[src/rtl/keypad_pkg.sv]
// Shared types and helpers for the 4x4 keypad scanner.
//   kp_state_t   : debounce FSM state
//   KP_ROWS/COLS : matrix geometry
//   KP_CODE_NONE : key code presented while no key is held
//   kp_code()    : matrix index (row*4+col) to key code
package keypad_pkg;

  typedef enum logic [1:0] {
    IDLE,
    PRESS_PEND,
    HELD,
    RELEASE_PEND
  } kp_state_t;

  localparam int unsigned KP_ROWS      = 4;
  localparam int unsigned KP_COLS      = 4;
  localparam logic [3:0]  KP_CODE_NONE = 4'd0;

  // Code 0 means "no key", so indices shift up by one; index 15 would
  // overflow and shares code 15 with index 14.
  function automatic logic [3:0] kp_code(input logic [3:0] index);
    return (index == 4'd15) ? 4'd15 : index + 4'd1;
  endfunction

endpackage

[src/rtl/kp_scan_timer.sv]
// Column scan timing for the keypad scanner.
//   clk, reset : system clock, asynchronous active-high reset
//   col_out_n  : one-hot active-low column drive, rotates left each step
//   col_idx    : index of the column currently driven
//   scan_tick  : one-clk pulse in the last cycle of each column step (sample point)
//   sweep_end  : scan_tick of column 3, i.e. the last sample of a sweep
module kp_scan_timer
  import keypad_pkg::*;
#(
  parameter int unsigned SCAN_DIV = 50000
) (
  input  logic               clk,
  input  logic               reset,
  output logic [KP_COLS-1:0] col_out_n,
  output logic [1:0]         col_idx,
  output logic               scan_tick,
  output logic               sweep_end
);

  localparam int unsigned      DIV_W    = $clog2(SCAN_DIV);
  localparam logic [DIV_W-1:0] DIV_LAST = DIV_W'(SCAN_DIV - 1);

  logic [DIV_W-1:0] div_cnt;

  always_ff @(posedge clk or posedge reset) begin
    if (reset) begin
      div_cnt   <= '0;
      col_idx   <= '0;
      col_out_n <= {{(KP_COLS-1){1'b1}}, 1'b0};
    end else if (div_cnt == DIV_LAST) begin
      div_cnt   <= '0;
      col_idx   <= col_idx + 2'd1;
      col_out_n <= {col_out_n[KP_COLS-2:0], col_out_n[KP_COLS-1]};
    end else begin
      div_cnt <= div_cnt + DIV_W'(1);
    end
  end

  assign scan_tick = (div_cnt == DIV_LAST);
  assign sweep_end = scan_tick && (col_idx == 2'd3);

endmodule

[src/rtl/keypad_scanner.sv]
// 4x4 matrix keypad scanner with sweep-level debounce and ghost rejection.
//   clk, reset : system clock, asynchronous active-high reset
//   row_in_n   : keypad rows, active-low, asynchronous to clk
//   col_out_n  : one-hot active-low column drive
//   key_code   : code of the debounced held key, 0 when none
//   key_held   : high while a debounced key is held
//   key_press  : one-clk pulse when a press is accepted
//   scan_tick  : one-clk pulse at each column sample
// Optional: define KEYPAD_AUTOREPEAT_EN to re-pulse key_press every
// REPEAT_SCANS sweeps while a key stays held.
module keypad_scanner
  import keypad_pkg::*;
#(
  parameter int unsigned SCAN_DIV       = 50000,
  parameter int unsigned DEBOUNCE_SCANS = 4,
  parameter int unsigned REPEAT_SCANS   = 50
) (
  input  logic         clk,
  input  logic         reset,
  input  logic [3:0]   row_in_n,
  output logic [3:0]   col_out_n,
  output logic [3:0]   key_code,
  output logic         key_held,
  output logic         key_press,
  output logic         scan_tick
);

  if (SCAN_DIV < 2 || DEBOUNCE_SCANS < 1 || REPEAT_SCANS < 1) begin : g_param_check
    $error("keypad_scanner: SCAN_DIV must be >= 2, DEBOUNCE_SCANS and REPEAT_SCANS >= 1");
  end

  localparam int unsigned      DCNT_W    = $clog2(DEBOUNCE_SCANS + 1);
  localparam logic [DCNT_W-1:0] DCNT_LAST = DCNT_W'(DEBOUNCE_SCANS - 1);

  logic [1:0] col_idx;
  logic       sweep_end;

  kp_scan_timer #(.SCAN_DIV(SCAN_DIV)) u_timer (
    .clk       (clk),
    .reset     (reset),
    .col_out_n (col_out_n),
    .col_idx   (col_idx),
    .scan_tick (scan_tick),
    .sweep_end (sweep_end)
  );

  logic [KP_ROWS-1:0] row_s1, row_s2;

  always_ff @(posedge clk or posedge reset) begin
    if (reset) begin
      row_s1 <= '1;
      row_s2 <= '1;
    end else begin
      row_s1 <= row_in_n;
      row_s2 <= row_s1;
    end
  end

  kp_state_t          state;
  logic [3:0]         cand;
  logic [DCNT_W-1:0]  dcnt;
  logic [1:0]         acc_cnt, nxt_cnt;
  logic [3:0]         acc_first, nxt_first;
  logic               acc_seen, nxt_seen;
  logic [KP_ROWS-1:0] row_hit;
  logic               sw_single;

  assign row_hit = ~row_s2;

  // Sweep totals including the column being sampled now, so the column-3
  // tick can evaluate the complete sweep while the accumulators clear.
  always_comb begin
    nxt_cnt   = acc_cnt;
    nxt_first = acc_first;
    nxt_seen  = acc_seen;
    for (int unsigned r = 0; r < KP_ROWS; r++) begin
      if (row_hit[r]) begin
        if (nxt_cnt == 2'd0) nxt_first = {r[1:0], col_idx};
        if (nxt_cnt != 2'd2) nxt_cnt = nxt_cnt + 2'd1;
      end
    end
    if (row_hit[cand[3:2]] && (col_idx == cand[1:0])) nxt_seen = 1'b1;
  end

  assign sw_single = (nxt_cnt == 2'd1);

  always_ff @(posedge clk or posedge reset) begin
    if (reset) begin
      acc_cnt   <= '0;
      acc_first <= '0;
      acc_seen  <= 1'b0;
    end else if (sweep_end) begin
      acc_cnt   <= '0;
      acc_first <= '0;
      acc_seen  <= 1'b0;
    end else if (scan_tick) begin
      acc_cnt   <= nxt_cnt;
      acc_first <= nxt_first;
      acc_seen  <= nxt_seen;
    end
  end

`ifdef KEYPAD_AUTOREPEAT_EN
  localparam int unsigned      REP_W    = $clog2(REPEAT_SCANS + 1);
  localparam logic [REP_W-1:0] REP_LAST = REP_W'(REPEAT_SCANS - 1);
  logic [REP_W-1:0] rep_cnt;
`endif

  always_ff @(posedge clk or posedge reset) begin
    if (reset) begin
      state     <= IDLE;
      cand      <= '0;
      dcnt      <= '0;
      key_code  <= KP_CODE_NONE;
      key_held  <= 1'b0;
      key_press <= 1'b0;
`ifdef KEYPAD_AUTOREPEAT_EN
      rep_cnt   <= '0;
`endif
    end else begin
      key_press <= 1'b0;
      if (sweep_end) begin
        unique case (state)
          IDLE: begin
            if (sw_single) begin
              cand <= nxt_first;
              if (DEBOUNCE_SCANS == 1) begin
                state     <= HELD;
                dcnt      <= '0;
                key_code  <= kp_code(nxt_first);
                key_held  <= 1'b1;
                key_press <= 1'b1;
`ifdef KEYPAD_AUTOREPEAT_EN
                rep_cnt   <= '0;
`endif
              end else begin
                state <= PRESS_PEND;
                dcnt  <= DCNT_W'(1);
              end
            end
          end
          PRESS_PEND: begin
            if (sw_single && (nxt_first == cand)) begin
              if (dcnt == DCNT_LAST) begin
                state     <= HELD;
                dcnt      <= '0;
                key_code  <= kp_code(cand);
                key_held  <= 1'b1;
                key_press <= 1'b1;
`ifdef KEYPAD_AUTOREPEAT_EN
                rep_cnt   <= '0;
`endif
              end else begin
                dcnt <= dcnt + DCNT_W'(1);
              end
            end else if (sw_single) begin
              cand <= nxt_first;
              dcnt <= DCNT_W'(1);
            end else begin
              state <= IDLE;
              dcnt  <= '0;
            end
          end
          HELD: begin
            if (nxt_seen) begin
`ifdef KEYPAD_AUTOREPEAT_EN
              if (rep_cnt == REP_LAST) begin
                rep_cnt   <= '0;
                key_press <= 1'b1;
              end else begin
                rep_cnt <= rep_cnt + REP_W'(1);
              end
`endif
            end else if (DEBOUNCE_SCANS == 1) begin
              state    <= IDLE;
              dcnt     <= '0;
              key_code <= KP_CODE_NONE;
              key_held <= 1'b0;
            end else begin
              state <= RELEASE_PEND;
              dcnt  <= DCNT_W'(1);
`ifdef KEYPAD_AUTOREPEAT_EN
              rep_cnt <= '0;
`endif
            end
          end
          RELEASE_PEND: begin
            if (nxt_seen) begin
              // Release glitch: resume holding without a new press pulse.
              state <= HELD;
              dcnt  <= '0;
`ifdef KEYPAD_AUTOREPEAT_EN
              rep_cnt <= '0;
`endif
            end else if (dcnt == DCNT_LAST) begin
              state    <= IDLE;
              dcnt     <= '0;
              key_code <= KP_CODE_NONE;
              key_held <= 1'b0;
            end else begin
              dcnt <= dcnt + DCNT_W'(1);
            end
          end
        endcase
      end
    end
  end

endmodule
[config.mk]
export PLATFORM = sky130hd
export DESIGN_NAME = keypad_scanner
export DESIGN_NICKNAME = d
export VERILOG_FILES = /design/src/rtl/keypad_pkg.sv /design/src/rtl/kp_scan_timer.sv /design/src/rtl/keypad_scanner.sv
export SDC_FILE = /design/constraint.sdc
export NUM_CORES = 1
export LEC_CHECK = 0
export ABC_CLOCK_PERIOD_IN_PS = 4700
export CORE_UTILIZATION = 30
export DETAILED_ROUTE_END_ITERATION = 8
export DONT_BUFFER_PORTS = 1
export PLACE_DENSITY = 0.54
export SYNTH_ARGS = -nofsm -noshare
export SYNTH_HDL_FRONTEND = slang
export SYNTH_HIERARCHICAL = 1
export SYNTH_SLANG_ARGS = --single-unit
[constraint.sdc]
create_clock -name clk -period 4.7 [get_ports clk]
set_clock_uncertainty 0.2 [all_clocks]
set_input_delay 0.705 -clock clk [delete_from_list [all_inputs] [get_ports clk]]
set_output_delay 0.705 -clock clk [all_outputs]
set_load 0.005 [all_outputs]
Word level (Yosys, flattened, before mapping). Cells that the tools add are included.

Flip-flop bits (word level): 52. Input port bits: 6. Output and inout bits: 11. Word-level logic and storage cells: 122.

$add $sub $neg: 8. $lt $le $gt $ge: 1. Equal/unequal tests: 24. Mux-type cells: 59. Bitwise logic cells: 1. Reduce and logical (&&, ||, !) cells: 15.

Operators by type and width (count): $mux 4 (17); $mux 2 (17); $ne 2x2->1 const B (11); $add 16x1->16 const B (1); $eq 16x16->1 const B (1); $mux 16 (1); $pmux 4 s2 (2); $mux 3 (5); $mux 1 (13); $pmux 3 s4 (1); $reduce_and 6->1 (2); $add 2x1->2 const B (5); $logic_not 2->1 (5); $ne 3x3->1 const B (3); $pmux 2 s4 (1); $eq 2x2->1 const B (3); $reduce_and 3->1 (2); $reduce_bool 2->1 (3); $add 4x1->4 const B (1); $eq 2x1->1 const B (2); $eq 4x4->1 (1); $eq 4x4->1 const B (1); $not 4->4 (1); $add 3x1->3 const B (1); other kinds (6) (8).

Longest topological paths before layout. Gate-level depths: netlist of the first run.

Depth in word-level cells: 17. Depth in mapped cells: 15. Gate-level depth less buffers: 13.

By module. Netlist of the first run, hierarchy kept.

Modules (own cells, without submodules): keypad_scanner (instances 1, cells each 230, area each 2104.5 um2); kp_scan_timer (instances 1, cells each 94, area each 1061.0 um2).

Worst setup path after synthesis of the first run. Ideal clock, no wire load.

Kind: reg2reg. Start point: reg acc_cnt[1]. End point: reg cand[2]. Setup time: 125 ps. Data arrival time: 3284 ps. Required time: 4375 ps. Path slack: 1091 ps. Stages on the path, launching flop included: 13. Clock period less this slack: 3609 ps. Cell sequence: dfrtp_1 -> buf_2 -> inv_1 -> ha_1 -> a21bo_2 -> a211o_1 -> o21ai_0 -> ha_1 -> or4b_2 -> buf_1 -> a21oi_4 -> o41ai_4 -> mux2_4.

Cells in the longest elaborated chain, start to end: 16.

Ends and longest elaborated chain: start: declaration (line keypad_scanner.sv:62) `logic [1:0] acc_cnt, nxt_cnt;`; start signal: assignment (line keypad_scanner.sv:97) `acc_cnt <= nxt_cnt;`; $add 2x1->2 or $ne 2x2->1 (tied branches) (line keypad_scanner.sv:79) `if (nxt_cnt != 2'd2) nxt_cnt = nxt_cnt + 2'd1;`; $mux 2 (line keypad_scanner.sv:79); $mux 2 (line keypad_scanner.sv:77) `if (row_hit[r]) begin`; $add 2x1->2 or $ne 2x2->1 (tied branches) (line keypad_scanner.sv:79); $mux 2 (line keypad_scanner.sv:79); $mux 2 (line keypad_scanner.sv:77); $add 2x1->2 or $ne 2x2->1 (tied branches) (line keypad_scanner.sv:79); $mux 2 (line keypad_scanner.sv:79); $mux 2 (line keypad_scanner.sv:77); $add 2x1->2 (tied with other cells) (line keypad_scanner.sv:79); $mux 2 or $mux 4 (tied branches) (line keypad_scanner.sv:79, keypad_scanner.sv:78); $mux 2 or $mux 4 (tied branches) (line keypad_scanner.sv:77); $eq 2x1->1 or $eq 4x4->1 (tied branches) (line keypad_scanner.sv:85, keypad_scanner.sv:143); $mux 4 or $logic_and 1x1->1 (tied branches) (line keypad_scanner.sv:125, keypad_scanner.sv:156, keypad_scanner.sv:143); $mux 4 or $ne 2x2->1 (tied branches); $pmux 4 s2 or $reduce_and 3->1 (tied branches); end signal: assignment (line keypad_scanner.sv:126) `cand <= nxt_first;`; end signal: assignment (line keypad_scanner.sv:157) `cand <= nxt_first;`; end: declaration (line keypad_scanner.sv:60) `logic [3:0] cand;`.

Parallel ways exist; a longest one is shown, timed or not. The select of a mux whose other input is x is not followed. A chain may end at the register's enable or synchronous reset.

Final worst setup path of the first run.
Start point: reg acc_cnt[0]. End point: reg cand[2].

Same word-level chain as after synthesis.

==> key figures, run 1 <==
Logic synthesis
  – Post-Syn Nets: 338
  – Sequential area share after synthesis: 0.415
  – Async SR Flop Fraction: 1.00
  – Top-count cell post-synth: dfrtp_1
  – Post-Syn Instances: 324
  – Avg Synthesized Cell Area: 9.77 µm²
  – Ys Warns: 6
  – Synth cell types: 67
  – Top FF cell, synth: dfrtp_1
  – Main area contributors after synthesis: dfrtp_1, dfstp_2, nor2_1
  – Seq cells post-synth: 52
  – Mapped Area: 0.00317 mm²
  – Post-synth EDFFs: 0
  – Synth area leader: dfrtp_1
  – Top cells by count, synth: dfrtp_1, nor2_1, nand2_1
  – Synth top area share: 0.324

Final layout
  – Share of post-route cells with drive strength above 1: 0.141
  – ANT cells: 0
  – Final #Nets: 333
  – Synth-to-layout area growth: 6.05%
  – Fin cells: 456

GRT
  – Pin count of the biggest net entering global routing: 31
  – Vias in the first global route: 2277
  – Grt ovf: 0
  – First-pass GRT wire length: 10900 µm
  – All-layer global routing usage: 0.121
  – Initial antenna violation count: 0

Floorplan
  – # rows: 37
  – I/O pin count: 17
  – Die Span Y: 105 µm
  – Die area: 0.0110 mm²
  – Core ar.: 0.0103 mm²
  – Die width: 105 µm
  – Initial Util: 0.308

Clock network
  – TritonCTS Sinks: 52
  – CTS Hold Buffers Added: 0
  – TritonCTS Buffers: 5
  – Root buf cell: clkbuf_8
  – Max Root-Sink Buffers: 2
  – CTS H-tree lvls: 2
  – Clk_lat worst skew: 0.32 ns
  – Resize count post-CTS: 0
  – Clock Pin Slew Worst Setup and Hold Paths: 0.12 ns
  – Setup Fix Bufs, Post-CTS: 0
  – CTS tree: yes

Routing
  – DRC: 0
  – Via density: 5.19
  – Routed Antenna Nets: 0
  – Initial drt markers: 82
  – Drt first pass iters: 4
  – Vias: 2368
  – Routed length per instance: 13.9 µm
  – WL final: 6340 µm

STA
  – Setup Total Neg Slack: 0 ns
  – Final setup violation count: 0
  – Max-slew violation count: 0
  – Actual slew at the worst max-slew pin: 0.879 ns
  – Max Fclk: 260 MHz
  – Crit share post-route: 0.817
  – Unrepaired setup endpoints after global routing: false
  – Relative max-transition margin: 0.410
  – Final hold violations: 0
  – Minimum clock period after layout: 3.84 ns

Critical path
  – Critical path class: flop to flop
  – Critical Path Start Type: flop
  – Max stage delay on crit path: 0.79 ns
  – Crit. End Element: flop
  – CP most frequent cell: ha_1
  – CP max stage cell: or4b_2
  – Crit-path cells: inv_1 > ha_1 > a21bo_2 > a211o_1 > o21ai_0 > ha_1 > or4b_2 > a21oi_4 > o41ai_4 > mux2_4
  – Crit path max fanout: 10
  – Worst path required time: 4.71 ns
  – Worst path arrival time: 3.85 ns

Pwr
  – VDD IR max: 0.134 mV
  – Clock power share: 0.349
  – Leak: 1.34 nW
  – Switching Fraction: 0.268
  – Power Density: 237 mW/mm²
  – Gate power share: 0.074
  – Int Pwr: 0.000583 W
  – Net load switching power: 0.000213 W
  – Sequential Power Share: 0.577

Run status
  – Status: completed

Placed design
  – Port bufs: 0
  – Placed instance count: 448
  – Gp weighted congestion: 0.816
  – Post-DP HPWL: 4670 µm

Run
  – Max cap viols: 0

Worst hold path
  – Tightest Hold Check Type: input port to asynchronous set/reset pin
-- cells by family after synthesis --
logic type      Yosys count  share of synthesized area
compound gates           70                      0.178
xor+xnor                 14                     0.0387
fa+ha+maj                 8                     0.0316
buf+inv                  29                     0.0462
flops                    52                      0.415
mux                      14                     0.0545
simple gates            137                      0.236
-- worst max-delay path: cells and delay by family (launching register included) --
family          cells  cell delay (ns)
compound gates      5             1.12
fa+ha+maj           2             0.69
buf+inv             1             0.11
flops               1             0.52
mux                 1             0.30
simple gates        1             0.79
-- state kept, by name (all words and copies together), names as in the netlist, 3 cells and up --
| register | cells |
|---|---|
| acc_first | 4 |
| cand | 4 |
| dcnt | 3 |
| key_code | 4 |
| row_s1 | 4 |
| row_s2 | 4 |
| u_timer/col_out_n | 4 |
| u_timer/div_cnt | 16 |
-- layout make-up --
cell class | instances | area [µm²]
clock buffers | 5 | 68.8
clock inverters | 3 | 27.5
fillers | 1074 | 6920
inverters | 15 | 56.3
multi-input cells | 243 | 1700
flip-flops and latches | 52 | 1320
well taps | 136 | 170
repair buffers | 2 | 15.0
-- layer usage --
metal | up-vias | wire [µm] | global-route usage
li1 | 1172 | - | -
met1 | 1154 | 3060 | 0.155
met2 | 36 | 3030 | 0.204
met3 | 6 | 193 | 0.0256
met4 | 0 | 67 | 0.0332
met5 | - | 0 | 0
-- placed cells by master (no fill, tap or decap), types with 8 or more instances in the layout --
cell,n
dfrtp_1,41
nor2_1,32
nand2_1,25
nand3_1,20
a21oi_1,14
inv_1,14
nand4_1,13
dfstp_2,11
nand2b_1,9
and2_1,8
ha_1,8
-- path summary, 6_finish.rpt --
kind                                             start                                to  slack [ns]  cells after the start
worst max-delay path            acc_cnt[0]$_DFFE_PP0P_               cand[2]$_DFFE_PP0P_        0.86                     10
min in group clk                   row_s1[2]$_DFF_PP1_               row_s2[2]$_DFF_PP1_        0.15                      0
worst min-delay path                             reset          acc_first[0]$_DFFE_PP0P_        0.13                      2
worst max register to register  acc_cnt[0]$_DFFE_PP0P_               cand[2]$_DFFE_PP0P_        0.86                     10
max in group asynchronous                        reset  u_timer/col_out_n[0]$_DFFE_PP0N_        3.56                      1
worst min register to register     row_s1[2]$_DFF_PP1_               row_s2[2]$_DFF_PP1_        0.15                      0
-- power groups by stage --
| stage | Combinational (W) | Sequential, W | Clock [W] |
|---|---|---|---|
| floorplan | 0.0000519 | 0.000464 | 0 |
| global placement | 0.0000588 | 0.000468 | 0 |
| detailed placement | 0.0000590 | 0.000468 | 0 |
| CTS | 0.0000593 | 0.000459 | 0.000287 |
| global route | 0.0000661 | 0.000460 | 0.000301 |
| finish | 0.0000586 | 0.000459 | 0.000278 |
-- stage by stage --
stage	util	instance area (µm²)	power, W	setup slack, ns	hold WS [ns]
after detailed placement	0.317	3260	0.000527	0.881	0.147
final	0.327	3360	0.000796	0.859	0.134
after floorplan	-	3170	0.000515	1.09	0.145
after global placement	0.317	3260	0.000526	0.986	0.146
after global routing	0.327	3360	0.000827	0.669	0.161
after CTS	0.327	3360	0.000806	0.865	0.150
Note: power is estimated with default switching activity, not from simulation.
==> run 2: changes to the inputs <==
--- a/config.mk
+++ b/config.mk
@@ -5,7 +5,7 @@
 export SDC_FILE = /design/constraint.sdc
 export NUM_CORES = 1
 export LEC_CHECK = 0
-export ABC_CLOCK_PERIOD_IN_PS = 4700
+export ABC_CLOCK_PERIOD_IN_PS = 3800
 export CORE_UTILIZATION = 30
 export DETAILED_ROUTE_END_ITERATION = 8
 export DONT_BUFFER_PORTS = 1
==> constraint.sdc (replaced) <==
create_clock -name clk -period 3.8 [get_ports clk]
set_clock_uncertainty 0.2 [all_clocks]
set_input_delay 0.57 -clock clk [delete_from_list [all_inputs] [get_ports clk]]
set_output_delay 0.57 -clock clk [all_outputs]
set_load 0.005 [all_outputs]
==> key figures, run 2 (same netlist as run 1, synthesis figures left out) <==
Run status
  – Status: completed (unchanged)

GRT
  – First-pass GRT wire length: 11400 µm (was 10900 µm)
  – Vias in the first global route: 2356 (was 2277)
  – Pin count of the biggest net entering global routing: 23 (was 31)
  – Grt ovf: 0 (unchanged)
  – Global Route met3 Usage: 0.0250 (was 0.0256)
  – Initial antenna violation count: 0 (unchanged)
  – GR Util met2: 0.212 (was 0.204)
  – GRT Max-Usage Layer: met2 (unchanged)
  – GR met1 Demand/Resource: 0.165 (was 0.155)
  – All-layer global routing usage: 0.127 (was 0.121)

Routing
  – Vias: 2387 (was 2368)
  – Routed Antenna Nets: 0 (unchanged)
  – WL final: 6480 µm (was 6340 µm)
  – Drt first pass iters: 4 (unchanged)
  – Routed length per instance: 14.1 µm (was 13.9 µm)
  – Via density: 5.19 (about the same)
  – DRC: 0 (unchanged)
  – Initial drt markers: 102 (was 82)

Critical path
  – Max stage delay on crit path: 0.68 ns (was 0.79 ns)
  – CP Capture Point: cand[2]$_DFFE_PP0P_ (unchanged)
  – Start point of the critical path: row_s2[1]$_DFF_PP1_ (was acc_cnt[0]$_DFFE_PP0P_)
  – Crit-path cells: nor3b_1 > a211oi_1 > a21oi_1 > o21ai_0 > ha_1 > nand2_1 > and3_4 > a22oi_1 > or2_4 > o41ai_4 > mux2_4 (was inv_1 > ha_1 > a21bo_2 > a211o_1 > o21ai_0 > ha_1 > or4b_2 > a21oi_4 > o41ai_4 > mux2_4)
  – Worst R2R Start: row_s2[1]$_DFF_PP1_ (was acc_cnt[0]$_DFFE_PP0P_)
  – Critical Path Start Type: flop (unchanged)
  – R2R depth: 11 (was 10)
  – Worst path buffer plus inverter count: 0 (was 1)
  – Worst path depth: 11 (was 10)
  – Worst path arrival time: 3.53 ns (was 3.85 ns)
  – Worst path required time: 3.81 ns (was 4.71 ns)
  – R2R setup slack: 0.28 ns (was 0.86 ns)
  – Crit path max fanout: 12 (was 10)
  – Crit. End Element: flop (unchanged)
  – Crit path max-delay family: compound AO/OA/AOI/OAI gates (unchanged)
  – CP max stage cell: dfstp_2 (was or4b_2)
  – FF-to-FF End: cand[2]$_DFFE_PP0P_ (unchanged)
  – Critical path class: flop to flop (unchanged)

Floorplan
  – Die area: 0.0110 mm² (unchanged)
  – Core ar.: 0.0103 mm² (unchanged)
  – I/O pin count: 17 (unchanged)
  – Die Span Y: 105 µm (unchanged)
  – Initial Util: 0.308 (unchanged)
  – Die width: 105 µm (unchanged)
  – # rows: 37 (unchanged)

Final layout
  – Fin cells: 460 (was 456)
  – Register with the most flip-flops: u_timer/div_cnt (unchanged)
  – Final #Nets: 337 (was 333)
  – Max reg flops: 16 (unchanged)
  – Utilization after layout: 0.330 (was 0.327)
  – ANT cells: 0 (unchanged)
  – Synth-to-layout area growth: 7.11% (was 6.05%)
  – Commonest non-fill, non-tap cell in the layout: dfrtp_1 (unchanged)
  – Post-layout instance area: 0.00339 mm² (was 0.00336 mm²)
  – Share of post-route cells with drive strength above 1: 0.151 (was 0.141)
  – Most frequent cells in the layout: dfrtp_1, nor2_1, nand2_1 (unchanged)

Placed design
  – Placed inst area: 0.00329 mm² (was 0.00326 mm²)
  – Post-DP HPWL: 4900 µm (was 4670 µm)
  – Placed instance count: 452 (was 448)
  – Port bufs: 0 (unchanged)
  – Gp weighted congestion: 0.788 (was 0.816)

Clock network
  – Clk_lat worst skew: 0.32 ns (about the same)
  – TritonCTS Sinks: 52 (unchanged)
  – Max Root-Sink Buffers: 2 (unchanged)
  – CTS Hold Buffers Added: 0 (unchanged)
  – CTS tree: yes (unchanged)
  – Setup Fix Bufs, Post-CTS: 0 (unchanged)
  – Clock Pin Slew Worst Setup and Hold Paths: 0.11 ns (was 0.12 ns)
  – TritonCTS Buffers: 5 (unchanged)
  – Root buf cell: clkbuf_8 (unchanged)
  – CTS H-tree lvls: 2 (unchanged)

Pwr
  – Leak: 1.36 nW (was 1.34 nW)
  – Clock power share: 0.348 (was 0.349)
  – VDD IR max: 0.147 mV (was 0.134 mV)
  – Power Density: 290 mW/mm² (was 237 mW/mm²)
  – Sequential Power Share: 0.578 (was 0.577)
  – Gate power share: 0.074 (about the same)
  – Switching Fraction: 0.266 (was 0.268)
  – Int Pwr: 0.000721 W (was 0.000583 W)
  – Net load switching power: 0.000262 W (was 0.000213 W)

STA
  – Relative max-transition margin: 0.443 (was 0.410)
  – Crit share post-route: 0.926 (was 0.817)
  – Setup Total Neg Slack: 0 ns (unchanged)
  – Max-slew violation count: 0 (unchanged)
  – Unrepaired setup endpoints after global routing: false (unchanged)
  – Max Fclk: 284 MHz (was 260 MHz)
  – Actual slew at the worst max-slew pin: 0.835 ns (was 0.879 ns)
  – Final hold violations: 0 (unchanged)
  – Final setup violation count: 0 (unchanged)
  – Minimum clock period after layout: 3.52 ns (was 3.84 ns)
  – Fin Hold WS: 0.00575 ns (was 0.134 ns)

Worst hold path
  – Tightest Hold Check Type: input port to asynchronous set/reset pin (unchanged)

Run
  – Max cap viols: 0 (unchanged)
run 2: worst min-delay path by stage:
| stage | depth (start not counted) | endpoint | slack (ns) | from |
|---|---|---|---|---|
| final | 1 | cand[1]$_DFFE_PP0P_ | 0.006 | reset |
| after global routing | 0 | row_s1[1]$_DFF_PP1_ | 0.02 | row_in_n[1] |
| after CTS | 1 | cand[1]$_DFFE_PP0P_ | 0.02 | reset |
| after detailed placement | 0 | row_s2[0]$_DFF_PP1_ | 0.15 | row_s1[0]$_DFF_PP1_ |
| after global placement | 0 | row_s2[0]$_DFF_PP1_ | 0.15 | row_s1[0]$_DFF_PP1_ |
| after floorplan | 0 | row_s2[0]$_DFF_PP1_ | 0.15 | row_s1[0]$_DFF_PP1_ |
run 2: timing repair:
action	4_1_cts	5_1_grt
gates resized for setup	0	1
hold endpoints to repair	0	0
endpoints found under the setup margin	0	1
run 2: metrics by stage:
stage          setup WS [ns]  power (W)
2_1_floorplan          0.191   0.000638
3_3_place_gp           0.264   0.000650
3_5_place_dp           0.184   0.000651
4_1_cts                0.162    0.00100
5_1_grt               0.0389    0.00103
6_report               0.283   0.000983
run 2: worst register-to-register path: stages (launching register included):
cell	delay (ns)
dfstp_2	0.68
nor3b_1	0.23
a211oi_1	0.07
a21oi_1	0.28
o21ai_0	0.22
ha_1	0.25
nand2_1	0.14
and3_4	0.24
a22oi_1	0.09
or2_4	0.32
o41ai_4	0.36
mux2_4	0.33
run 2: power by group through the flow:
stage                     logic [W]  registers, W  clock network [W]
after floorplan           0.0000642      0.000573                  0
after global placement    0.0000722      0.000578                  0
after detailed placement  0.0000724      0.000578                  0
after CTS                 0.0000729      0.000568           0.000361
after global routing      0.0000825      0.000569           0.000377
final                     0.0000728      0.000568           0.000342
run 2: area by class of cell:
type,instances,area [µm²]
multi-input cells,243,1710
clock inverters,3,27.5
clock buffers,5,68.8
inverters,15,56.3
fillers,1093,6890
flip-flops and latches,52,1320
well taps,136,170
repair buffers,6,45.0
run 2: per-layer routing:
layer	up-vias	wire length, µm
li1	1184	-
met1	1154	3080
met2	43	3070
met3	6	261
met4	0	68
met5	-	0
==> run 3: changes to the inputs <==
--- a/config.mk
+++ b/config.mk
@@ -7,6 +7,7 @@
 export LEC_CHECK = 0
 export ABC_CLOCK_PERIOD_IN_PS = 3800
 export CORE_UTILIZATION = 30
+export CTS_CLUSTER_DIAMETER = 100
 export DETAILED_ROUTE_END_ITERATION = 8
 export DONT_BUFFER_PORTS = 1
 export PLACE_DENSITY = 0.54
==> results of run 3 <==
The final DEF is identical to that of run 2; final timing and power are the same.
